$ cat src/rtl/kp_midi_voice_ctrl.sv
// MIDI note-on front end for the Karplus-Strong voice: parses the byte stream and drives trig/velocity/delay_length.
// Define KP_MIDI_OMNI_EN to accept voice messages on every channel instead of MIDI_CH only.
module kp_midi_voice_ctrl #(
  parameter int MIDI_CH   = 0,
  parameter int TRIG_HOLD = 8,
  parameter int TRIG_GAP  = 8
) (
  input  logic       a_clk,
  input  logic       reset_n,
  input  logic [7:0] rx_data,
  input  logic       rx_valid,
  output logic       trig,
  output logic [6:0] velocity,
  output logic [9:0] delay_length,
  output logic [6:0] note,
  output logic       note_active,
  output logic       ev_drop
);

  localparam int CMAX = (TRIG_HOLD > TRIG_GAP) ? TRIG_HOLD : TRIG_GAP;
  localparam int CW   = $clog2(CMAX + 1);

  typedef enum logic [2:0] {IDLE, CALC, OUT, HOLD, GAP} state_t;

  // parser state
  logic       rs_vld, rs_on, in_data2;
  logic [6:0] d1_note;

  logic ch_ok, is_rt, is_voice, msg_done, msg_on, msg_off;

`ifdef KP_MIDI_OMNI_EN
  assign ch_ok = 1'b1;
`else
  assign ch_ok = (rx_data[3:0] == MIDI_CH[3:0]);
`endif

  assign is_rt    = (rx_data[7:3] == 5'b11111);
  assign is_voice = (rx_data[7:5] == 3'b100) && ch_ok;
  assign msg_done = rx_valid && !rx_data[7] && rs_vld && in_data2;
  assign msg_on   = msg_done && rs_on && (rx_data[6:0] != 7'd0);
  assign msg_off  = msg_done && !msg_on;

  always_ff @(posedge a_clk) begin
    if (!reset_n) begin
      rs_vld   <= 1'b0;
      rs_on    <= 1'b0;
      in_data2 <= 1'b0;
      d1_note  <= '0;
    end else if (rx_valid) begin
      if (rx_data[7]) begin
        if (!is_rt) begin
          rs_vld   <= is_voice;
          rs_on    <= rx_data[4];
          in_data2 <= 1'b0;
        end
      end else if (rs_vld) begin
        if (!in_data2) d1_note <= rx_data[6:0];
        in_data2 <= !in_data2;
      end
    end
  end

  // strike engine and pending slot
  state_t         state;
  logic           pend_vld;
  logic [6:0]     pend_note, pend_vel, cur_note, cur_vel, w;
  logic [2:0]     oct;
  logic [CW-1:0]  cnt;
  logic [9:0]     period, dl_next;

  // one-octave period table, C3..B3 at 96 kHz
  always_comb begin
    period = 10'd734;
    case (w)
      7'd48: period = 10'd734;
      7'd49: period = 10'd693;
      7'd50: period = 10'd654;
      7'd51: period = 10'd617;
      7'd52: period = 10'd582;
      7'd53: period = 10'd550;
      7'd54: period = 10'd519;
      7'd55: period = 10'd490;
      7'd56: period = 10'd462;
      7'd57: period = 10'd436;
      7'd58: period = 10'd412;
      7'd59: period = 10'd389;
      default: period = 10'd734;
    endcase
    dl_next = (period >> oct) - 10'd1;
  end

  always_ff @(posedge a_clk) begin
    if (!reset_n) begin
      state        <= IDLE;
      trig         <= 1'b1;
      velocity     <= '0;
      delay_length <= '0;
      note         <= '0;
      note_active  <= 1'b0;
      ev_drop      <= 1'b0;
      pend_vld     <= 1'b0;
      pend_note    <= '0;
      pend_vel     <= '0;
      cur_note     <= '0;
      cur_vel      <= '0;
      w            <= '0;
      oct          <= '0;
      cnt          <= '0;
    end else begin
      ev_drop <= 1'b0;
      if (msg_off && d1_note == note) note_active <= 1'b0;
      case (state)
        IDLE: if (pend_vld) begin
          pend_vld <= 1'b0;
          w        <= pend_note;
          cur_note <= pend_note;
          cur_vel  <= pend_vel;
          oct      <= '0;
          state    <= CALC;
        end
        // outputs register on the edge into OUT, so OUT is the first low cycle
        CALC: if (w < 7'd48) begin
          w <= w + 7'd12;
        end else if (w >= 7'd60) begin
          w   <= w - 7'd12;
          oct <= oct + 3'd1;
        end else begin
          velocity     <= cur_vel;
          note         <= cur_note;
          delay_length <= dl_next;
          note_active  <= 1'b1;
          trig         <= 1'b0;
          cnt          <= CW'(1);
          state        <= OUT;
        end
        OUT, HOLD: if (cnt == CW'(TRIG_HOLD)) begin
          trig  <= 1'b1;
          cnt   <= CW'(1);
          state <= GAP;
        end else begin
          cnt   <= cnt + CW'(1);
          state <= HOLD;
        end
        GAP: if (cnt == CW'(TRIG_GAP)) state <= IDLE;
             else cnt <= cnt + CW'(1);
        default: state <= IDLE;
      endcase
      // a new note-on lands after any IDLE consume so it is never lost
      if (msg_on) begin
        pend_vld  <= 1'b1;
        pend_note <= d1_note;
        pend_vel  <= rx_data[6:0];
        ev_drop   <= pend_vld && (state != IDLE);
      end
    end
  end

endmodule

$ cat config.mk
export PLATFORM = sky130hd
export DESIGN_NAME = kp_midi_voice_ctrl
export DESIGN_NICKNAME = d
export VERILOG_FILES = /design/src/rtl/kp_midi_voice_ctrl.sv
export SDC_FILE = /design/constraint.sdc
export NUM_CORES = 1
export LEC_CHECK = 0
export CORE_ASPECT_RATIO = 0.7
export CORE_MARGIN = 3
export CORE_UTILIZATION = 47
export DETAILED_ROUTE_END_ITERATION = 8
export HOLD_SLACK_MARGIN = 0.02
export PLACE_DENSITY = 0.67
export REMOVE_ABC_BUFFERS = 1
export SLEW_MARGIN = 30
export SYNTH_ARGS = -nofsm -noshare
export SYNTH_HDL_FRONTEND = slang
export SYNTH_SLANG_ARGS = --single-unit
$ cat constraint.sdc
create_clock -name a_clk -period 3.35 [get_ports a_clk]
set_clock_uncertainty 0.1 [all_clocks]
set_input_delay 0.8375 -clock a_clk [delete_from_list [all_inputs] [get_ports a_clk]]
set_output_delay 0.8375 -clock a_clk [all_outputs]
set_load 0.05 [all_outputs]
# After elaboration in Yosys (flattened, before gate mapping)
# Cells that the tools add are included.
dict set report word_totals {
  ff_bits 83
  output_inout_bits 27
}
dict set report op_classes {
  addsub 5
  n_lt_le_gt_ge 2
  eq_ne 28
  shifts 1
  muxes 33
  bitwise 5
  n_reduce_logical 33
}
# operator count
set op_table {}
lappend op_table {{$pmux 10 s11} 1}
lappend op_table {{$eq 7x6->1 const B} 11}
lappend op_table {{$mux 3} 8}
lappend op_table {{$mux 7} 3}
lappend op_table {{$reduce_and 4->1} 5}
lappend op_table {{$mux 4} 4}
lappend op_table {{$ne 2x2->1 const B} 8}
lappend op_table {{$pmux 7 s2} 1}
lappend op_table {{$mux 1} 12}
lappend op_table {{$pmux 3 s4} 1}
lappend op_table {{$pmux 4 s3} 1}
lappend op_table {{$reduce_and 3->1} 4}
lappend op_table {{$shr 10x3->10} 1}
lappend op_table {{$sub 10x1->10 const B} 1}
lappend op_table {{$logic_and 1x1->1} 9}
lappend op_table {{$reduce_bool 2->1} 4}
lappend op_table {{$add 7x4->7 const B} 1}
lappend op_table {{$eq 7x7->1} 1}
lappend op_table {{$ge 7x6->1 const B} 1}
lappend op_table {{$lt 7x6->1 const B} 1}
lappend op_table {{$reduce_bool 7->1} 1}
lappend op_table {{$sub 7x4->7 const B} 1}
lappend op_table {{$eq 3x2->1 const B} 2}
lappend op_table {{$eq 3x3->1 const B} 2}
lappend op_table {{15 further kinds} 23}

# Longest topological paths before layout
dict set report depth {
  word_depth 13
  mapped_depth 11
}

# Least setup slack after synthesis
# No wires, ideal clock.
dict set report synth_timing {
  path_kind {reg-to-reg}
  startpoint {reg w[3]}
  endpoint {reg delay_length[8]}
  setup_ps 127
  t_arrival_ps 2343
  setup_slack_ps 780
  path_stages_with_launch 11
  path_cell_list {dfxtp_1 > buf_2 > and4bb_2 > mux2i_1 > nor3_1 > a21oi_1 > a21oi_1 > ha_1 > and2_1 > and4b_1 > or3_1}
}
dict set report synth_between {
  elab_chain_cells 4
}
# element line_no
set synth_lines {}
lappend synth_lines {{from (decl)} 66} ;# logic [6:0] pend_note, pend_vel, cur_note, cur_vel, w;
lappend synth_lines {{from (signal assigned)} 115} ;# w <= pend_note;
lappend synth_lines {{from (signal assigned)} 123} ;# w <= w + 7'd12;
lappend synth_lines {{from (signal assigned)} 125} ;# w <= w - 7'd12;
lappend synth_lines {{$eq 7x6->1} 74} ;# case (w)
lappend synth_lines {{$pmux 10 s11} 74}
lappend synth_lines {{$shr 10x3->10} 89} ;# dl_next = (period >> oct) - 10'd1;
lappend synth_lines {{$sub 10x1->10} 89}
lappend synth_lines {{to (signal assigned)} 130} ;# delay_length <= dl_next;
lappend synth_lines {{to (decl)} 14} ;# output logic [9:0] delay_length,
# Parallel ways exist; a longest one is shown, timed or not.
# A chain may end at the register's enable or synchronous reset.

# Final worst setup path
dict set report layout_timing {
  startpoint {reg w[1]}
  endpoint {reg delay_length[8]}
}
# Same word-level chain as after synthesis.

==> impl_metrics.toml <==
[status]
outcome = "finished clean"

[cts]
hold_buffers = 0
clockBufferDepth = 2
cts.sinks = 83
worst_skew_pair.late_latency_ps = 340
ctsHtreeMaxLevel = 3
tritoncts = "built"
cts-root-buf = "clkbuf_16"
clk_pin_slew_ps = 60
cts_buffers = 9

[pwr]
p_leak_nw = 1.91
p_int_mw = 1.59
power_frac_comb_pct = 2.3
seq_power_share_pct = 48.4
pwr-share-clk_pct = 49.3
switchingPower_mw = 0.451
swShare_pct = 22.1
power_density_nw_per_um2 = 398
peakVddDrop_v = 0.000233

[synthesis]
netlist_area_sq_um = 4320
synthFlopType = "dfxtp_1"
yosys.cell_types.count = 71
synth_edf_count = 0
ys_seq_elements = 83
synth-seq-area-share_pct = 38.5
syn_inst = 542
synth.avg_cell_area_sq_um = 7.97
ys_warn_count = 0
async_flop_share_pct = 0

[timing]
tightest_slew_ps = 681
period_share_pct = 91.7
fin_crit_ps = 3070
rsz0062_at_grt = "no"
final-hold-violation-count = 0
timing.fmax_mhz = 326
setup-tns-final_ps = 0
slew_viol_final = 0
max_slew_margin_pct = 54.3
setup_violations = 0

[critical_path]
path_buf_inv = 0
path_class = "reg -> reg"
r2r_cells = 9
cp-start-kind = "flip-flop"
critical-path-slowest-cell = "dfxtp_1"
cp_cell_sequence = "and2_1, a221o_1, a21o_1, nand3_1, o211ai_1, ha_1, and2_1, a41oi_1, or3_1"
arrival_ps = 3190
required_ps = 3470
rrSetupSlack_ps = 280
crit_family = "compound AO/OA/AOI/OAI gates"
worst-path-max-fanout = 18
end_kind = "flip-flop"
slowest_delay_ps = 720
cpMostUsedCell = "and2_1"
cp.depth = 9

[route]
drt_iter0_drc = 349
route.detailed.drc = 0
dr_total_vias = 3983
postRouteAntennaNets = 0
wl_per_cell_microns = 15.7
viasPerCell = 5.69
firstDrtPassIters = 5
routed_wl_mm = 11.0

[flow_run]
drv_cap = 0

[global_routing]
antenna_found_initial = 0
grt_pass1_wl_mm = 18.5
grt.total_usage_pct = 22.1
grt.overflow.total = 0
grt_max_degree = 34
grt_pass1_vias = 3636

[placed_design]
place_hpwl_mm = 7.96
place_congestion = 0.884
io_buffers = 37

[layout]
final_common_cell = "nand2_1"
multi_input_area_sq_um = 2450
final_cell_mix = "nand2_1 (101), dfxtp_1 (82), a21oi_1 (63), nor2_1 (53), clkdlybuf4s50_1 (37)"
seq_area_sq_um = 1660
fin_util_pct = 59.1
diodes = 0
drive_gt1_share_pct = 9.31
fin_nets = 594
fillers = 838
syn2layout_area_growth_pct = 18.8

[die]
row_count = 28
die_w_microns = 121
coreArea_sq_um = 8690
die_h_microns = 86.2
num_io_pins = 38
start_util_pct = 49.7
dieArea_sq_um = 10400

[hold_path]
min_path_cells = 2
min_path_type = "reg -> reg"
worst register-to-register path: stages, from the launching register on:
cell and delay (ps):
dfxtp_1 720, and2_1 250, a221o_1 200, a21o_1 140, nand3_1 110, o211ai_1 470, ha_1 360, and2_1 170
a41oi_1 110, or3_1 320
kinds of logic (layout without fill, tap and decap cells):
logic type	after synthesis	after routing	synth area share, %
flops	83	83	38.5
buf+inv	47	85	4.87
simple gates	240	240	27.0
fa+ha+maj	8	8	2.49
xor+xnor	14	14	3.01
compound gates	137	137	21.1
mux	13	13	3.04
state kept, by name, indices dropped and copies added (netlist names), 3 cells and up:
signal	count
cur_vel	7
state	3
w	7
pend_vel	7
velocity	7
delay_length	10
pend_note	7
oct	3
cnt	4
d1_note	7
note	7
cur_note	7
power by group through the flow:
| stage | logic, mW | registers, mW | clock network [mW] |
|---|---|---|---|
| 2_1_floorplan | 0.0142 | 1.01 | 0 |
| 3_3_place_gp | 0.0458 | 1.01 | 0 |
| 3_5_place_dp | 0.0462 | 1.01 | 0 |
| 4_1_cts | 0.0465 | 0.988 | 1.03 |
| 5_1_grt | 0.0500 | 0.988 | 1.07 |
| 6_report | 0.0469 | 0.988 | 1.01 |
stage by stage:
step / instance area, sq um / std cells / hold slack [ps] / power [mW] / worst slack [ps]
finish: 5130 / 700 / 352 / 2.04 / 279
CTS: 5130 / 700 / 352 / 2.07 / 265
floorplan: 4150 / 506 / 332 / 1.03 / 607
global placement: 4830 / 684 / 338 / 1.06 / 378
detailed placement: 4830 / 684 / 343 / 1.06 / 270
global route: 5130 / 700 / 374 / 2.11 / 25.9
cells in the mapped netlist (all sizes together) (6+ instances only):
master / instances / share of area, %
nor3: 16 / 2.0
nand3: 12 / 1.4
mux2i: 12 / 2.8
nand4: 6 / 0.87
inv: 10 / 0.87
nor2b: 8 / 1.2
clkbuf: 22 / 1.9
a211oi: 7 / 1.2
dfxtp: 83 / 38
nand2b: 8 / 1.2
buf: 14 / 2.0
and2: 6 / 0.87
nand2: 101 / 8.8
a31oi: 6 / 0.87
a21o: 6 / 1.0
nor2: 54 / 4.9
xnor2: 9 / 2.0
ha: 7 / 2.0
o21ai: 19 / 2.2
a21oi: 64 / 7.7
final timing paths:
path / startpoint / endpoint
worst min-delay path: pend_vel[3] / cur_vel[3]
worst min register to register: pend_vel[3] / cur_vel[3]
worst max register to register: w[1] / delay_length[8]
worst max-delay path: w[1] / delay_length[8]
cell type report:
cell class	instances	area share, %
repair buffers	58	10.3
well taps	120	2.93
clock buffers	10	4.46
inverters	11	0.805
clock inverters	6	1.44
flip-flops and latches	83	32.4
multi-input cells	412	47.7
metal layers:
metal  GRT usage [%]  wire length [microns]  part of all wire, %
met1            31.9                   5680                   52
met5               0                      0                    0
met3            5.15                    574                  5.2
met4            5.66                     95                 0.86
met2            33.4                   4640                   42
timing repair:
item / in CTS / in global routing
buffers inserted: 0 / 0
gates resized for setup: 0 / 1
endpoints found under the setup margin: 0 / 1
Note: power is estimated with default switching activity, not from simulation.
